===== config.mk =====
export PLATFORM = sky130hd
export DESIGN_NAME = event_timestamper
export DESIGN_NICKNAME = d
export VERILOG_FILES = /design/src/rtl/event_timestamper.sv
export SDC_FILE = /design/constraint.sdc
export NUM_CORES = 1
export LEC_CHECK = 0
export BUFFER_PORTS_ARGS = -buffer_cell sky130_fd_sc_hd__buf_2
export CORE_MARGIN = 4
export CORE_UTILIZATION = 55
export CTS_BUF_LIST = sky130_fd_sc_hd__clkbuf_8
export DETAILED_ROUTE_END_ITERATION = 10
export MAX_ROUTING_LAYER = met4
export PLACE_DENSITY = 0.76
export SKIP_LAST_GASP = 1
export SYNTH_ARGS = -nofsm -noshare
export SYNTH_HDL_FRONTEND = slang
export SYNTH_SLANG_ARGS = --single-unit

===== constraint.sdc =====
create_clock -name clk -period 2.8 [get_ports clk]
set_input_delay 0.14 -clock clk [delete_from_list [all_inputs] [get_ports clk]]
set_output_delay 0.14 -clock clk [all_outputs]
set_load 0.1 [all_outputs]

===== src/rtl/event_timestamper.sv =====
// rtl/event_timestamper.sv - per-ID start/end cycle latency measurement with valid/ready result output
module event_timestamper #(
    parameter int ID_W = 3,
    parameter int TS_W = 8
) (
    input  logic            clk,
    input  logic            rst,
    input  logic            start_valid,
    output logic            start_ready,
    input  logic [ID_W-1:0] start_id,
    input  logic            end_valid,
    output logic            end_ready,
    input  logic [ID_W-1:0] end_id,
    output logic            out_valid,
    input  logic            out_ready,
    output logic [ID_W-1:0] out_id,
    output logic [TS_W-1:0] out_start_ts,
    output logic [TS_W-1:0] out_end_ts,
    output logic [TS_W-1:0] out_delta
);

    localparam int N = 1 << ID_W;

    logic [TS_W-1:0] cnt_q;
    logic [N-1:0]    active_q;
    logic [N-1:0]    active_d;
    logic [TS_W-1:0] start_ts_q [N];

    logic start_fire;
    logic end_fire;
    logic end_hit;

    assign end_ready   = !out_valid || out_ready;
    assign end_fire    = end_valid && end_ready;
    assign end_hit     = end_fire && active_q[end_id];
    // An end for the same ID this cycle blocks the start, so an ID never
    // closes and reopens on one edge.
    assign start_ready = !active_q[start_id] && !(end_fire && (end_id == start_id));
    assign start_fire  = start_valid && start_ready;

    always_ff @(posedge clk or posedge rst) begin
        if (rst) begin
            cnt_q <= '0;
        end else begin
            cnt_q <= cnt_q + TS_W'(1);
        end
    end

    always_comb begin
        active_d = active_q;
        if (end_hit) begin
            active_d[end_id] = 1'b0;
        end
        if (start_fire) begin
            active_d[start_id] = 1'b1;
        end
    end

    always_ff @(posedge clk or posedge rst) begin
        if (rst) begin
            active_q <= '0;
        end else begin
            active_q <= active_d;
        end
    end

    // Timestamps carry no reset; they are only read while the ID is active.
    always_ff @(posedge clk) begin
        if (start_fire && !rst) begin
            start_ts_q[start_id] <= cnt_q;
        end
    end

    always_ff @(posedge clk or posedge rst) begin
        if (rst) begin
            out_valid    <= 1'b0;
            out_id       <= '0;
            out_start_ts <= '0;
            out_end_ts   <= '0;
            out_delta    <= '0;
        end else if (end_hit) begin
            out_valid    <= 1'b1;
            out_id       <= end_id;
            out_start_ts <= start_ts_q[end_id];
            out_end_ts   <= cnt_q;
            out_delta    <= cnt_q - start_ts_q[end_id];
        end else begin
            out_valid    <= out_valid && !out_ready;
        end
    end

endmodule


==> metrics.cfg <==
[outcome]
outcome = complete, no violations

[setup_path]
crit_required_ns = 3.05
cpLargestDelayFamily = multiplexers
cp.arrival_ns = 2.98
startpoint_type = flop
path_depth = 9
rr_worst_depth = 9
crit_chain = mux4_2 > mux2_2 > ha_2 > fa_2 > nand2b_1 > a21boi_2 > o21a_1 > o311ai_0 > mux2_2
critPathBufInv = 0
rr_startpoint = start_ts_q[6][0]
crit_top_cell = mux2_2
path_class = flop to flop
max_stage_delay_ns = 0.45
critPathLaunch = start_ts_q[6][0]
cp-end-kind = flop
slowest_stage = mux4_2
cp_max_fo = 3

[cts]
cts.reportedPaths.clkPinSlew_ns = 0.10
cts_buffer_depth = 2
cts_buffers = 9
clock-root-buffer = clkbuf_8
htreeDepth = 3
clock_sinks = 108
clock_latency_ns = 0.35
cts_tree = done

[synthesis]
syn_avg_cell_area_um2 = 14.9
syn_inst = 313
yosys_register_bits = 108
yosysSeqAreaShare = 0.648
synth.distinct_cells = 42
syn_area_mm2 = 0.00466
synth_edf_count = 64
postSynth.asyncResetShare = 0.407
synth-main-ff-cell = edfxtp_1
syn-num-nets = 333
yosys_warnings = 0

[final_layout]
syn2layout_area_growth_pct = 14.9
nets = 386
design_area_mm2 = 0.00536
final_layout_size_suffix_gt1_frac = 0.310
utilization = 0.652
antenna_cells = 0
fin_cells = 476

[global_routing]
grt_pass1_wl_um = 15200
antenna_found_initial = 0
grt_usage = 0.208
grt_pass1_vias = 2826
grt-ovfl-total = 0
grt_max_degree = 45

[route]
drtIter0Drc = 217
drcViolationCount = 0
wl_per_cell_um = 19.7
drt-vias-per-instance = 5.92
drtPass1Iterations = 4
vias = 2818
routed_wl_um = 9360
ant_nets = 0

[sta]
timing.final.crit_period_ns = 2.73
final_max_slew_viol_count = 0
setup_tns_ns = 0
finClkSkew_ns = 0.0115
finalHoldViolations = 0
worst_slew_pin_slew_ns = 0.573
timing.fmax_mhz = 366
slew_headroom = 0.618
finalCritPeriodShare = 0.975
finalSetupViolations = 0

[place]
place_inst = 457
portBuffers = 40
placed_area_mm2 = 0.00510
post-dp-hpwl_um = 6560
place_congestion = 0.882

[power]
ir_worst_vdd_mv = 0.537
power_density_mw_per_mm2 = 971
leakage_nw = 2.02

[floorplan]
pin_count = 41
die_w_um = 100
die_h_um = 100
dieArea_mm2 = 0.0100
core_area_mm2 = 0.00822
start_util = 0.568
num_rows = 33

[hold_path]
hold_start = out_ready
min_path_cells = 3
worstHoldPathType = input port to flop

[job]
drv_cap = 0

cell type report:
cell class                      count  area, µm²
Tap cell                          105        131
Inverter                            7       30.0
Timing Repair Buffer               58        338
Fill cell                         599       2860
Sequential cell                   108       3030
Multi-Input combinational cell    182       1610
Clock inverter                      7       98.8
Clock buffer                        9        124
path summary, 6_finish.rpt:
kind                                endpoint  slack [ns]
max in group asynchronous          out_valid        1.84
min in group asynchronous          out_id[1]        0.53
worst min-delay path               out_valid        0.04
worst max-delay path            out_delta[6]        0.07
worst min register to register      cnt_q[0]        0.48
worst max register to register  out_delta[6]        0.07
cell usage after synthesis, drive strengths merged, types with 2 or more instances:
| master | number | area [µm²] |
|---|---|---|
| a21oi | 4 | 20.0 |
| and2 | 2 | 12.5 |
| and3 | 3 | 18.8 |
| buf | 10 | 60.1 |
| clkbuf | 6 | 22.5 |
| dfrtp | 44 | 1100 |
| edfxtp | 64 | 1920 |
| ha | 8 | 100 |
| inv | 7 | 26.3 |
| mux2 | 11 | 124 |
| mux2i | 13 | 130 |
| mux4 | 16 | 360 |
| nand2 | 26 | 97.6 |
| nand2b | 7 | 43.8 |
| nand3 | 7 | 35.0 |
| nand3b | 2 | 15.0 |
| nor2 | 9 | 33.8 |
| nor2b | 4 | 25.0 |
| nor3 | 6 | 30.0 |
| nor4 | 2 | 12.5 |
| o211ai | 2 | 15.0 |
| o21a | 2 | 15.0 |
| o21ai | 20 | 100 |
| o31ai | 11 | 82.6 |
| o41ai | 4 | 53.8 |
| xnor2 | 10 | 87.6 |
| xor2 | 2 | 17.5 |
per-stage QoR:
stage	total power [mW]	hold slack [ns]	worst slack, ns
global route	5.42	0.0256	-0.0275
global placement	4.18	0.375	0.0801
CTS	5.24	0.0259	0.00382
floorplan	3.87	0.149	0.00176
finish	5.20	0.0380	0.0686
detailed placement	4.21	0.393	0.0000571
worst min-delay path, delay by kind of cell:
kind / cells / cell delay, ns
buffers and inverters: 1 / 0.08
AND/OR/NAND/NOR: 2 / 0.15
power breakdown:
part	switching (mW)	leakage, nW	total, mW	internal, mW
logic	1.73	0.850	2.11	0.376
registers	0.139	1.06	2.06	1.92
clock network	0.521	0.116	1.03	0.513
total	2.39	2.02	5.20	2.81
cells in the final DEF, fill, tap and decap left out, types with 2 or more instances in the layout:
cell type  count
nor2_1         5
nor2b_1        4
mux2i_1       13
nor3_1         3
buf_2         40
buf_4         17
xnor2_1       10
nand3_1        7
and3_1         3
nor2_2         4
o211ai_1       2
bufinv_16      2
nor3_4         3
ha_1           7
xor2_1         2
nand3b_1       2
mux2_2        11
nand2b_1       6
dfrtp_1       43
o21a_1         2
clkbuf_8       9
a21oi_1        4
inv_1          7
nand2_1       26
mux4_2        16
edfxtp_1      64
inv_6          3
o31ai_1       11
o41ai_1        3
o21ai_0       20
cell families after synthesis:
family                     synth area share
buffers and inverters                0.0233
DFF                                   0.648
muxes                                 0.132
adders and majority gates            0.0258
AOI/OAI and AO/OA                    0.0778
and+or+nand+nor                      0.0708
xor gates and xnor gates             0.0225
layer usage:
layer | global-route usage | vias up | part of all wire
met5 | - | - | 0
met4 | 0.0601 | 0 | 0.014
met3 | 0.0334 | 10 | 0.054
met2 | 0.326 | 92 | 0.49
met1 | 0.285 | 1418 | 0.44
li1 | - | 1298 | -
registers in the layout, summed over array words and instances (netlist names):
| signal | cells |
|---|---|
| active_q | 8 |
| out_id | 3 |
| out_end_ts | 8 |
| out_start_ts | 8 |
| out_delta | 8 |
| out_valid | 1 |
| start_ts_q | 64 |
| cnt_q | 8 |
timing repair:
action / in CTS / in global routing
hold buffers: 1 / 0
setup endpoints to repair: 1 / 1
endpoints found under the hold margin: 10 / 0
pin swaps: 0 / 2
buffers inserted: 0 / 2
gates resized for setup: 1 / 2
(Power assumes the default switching activity.)
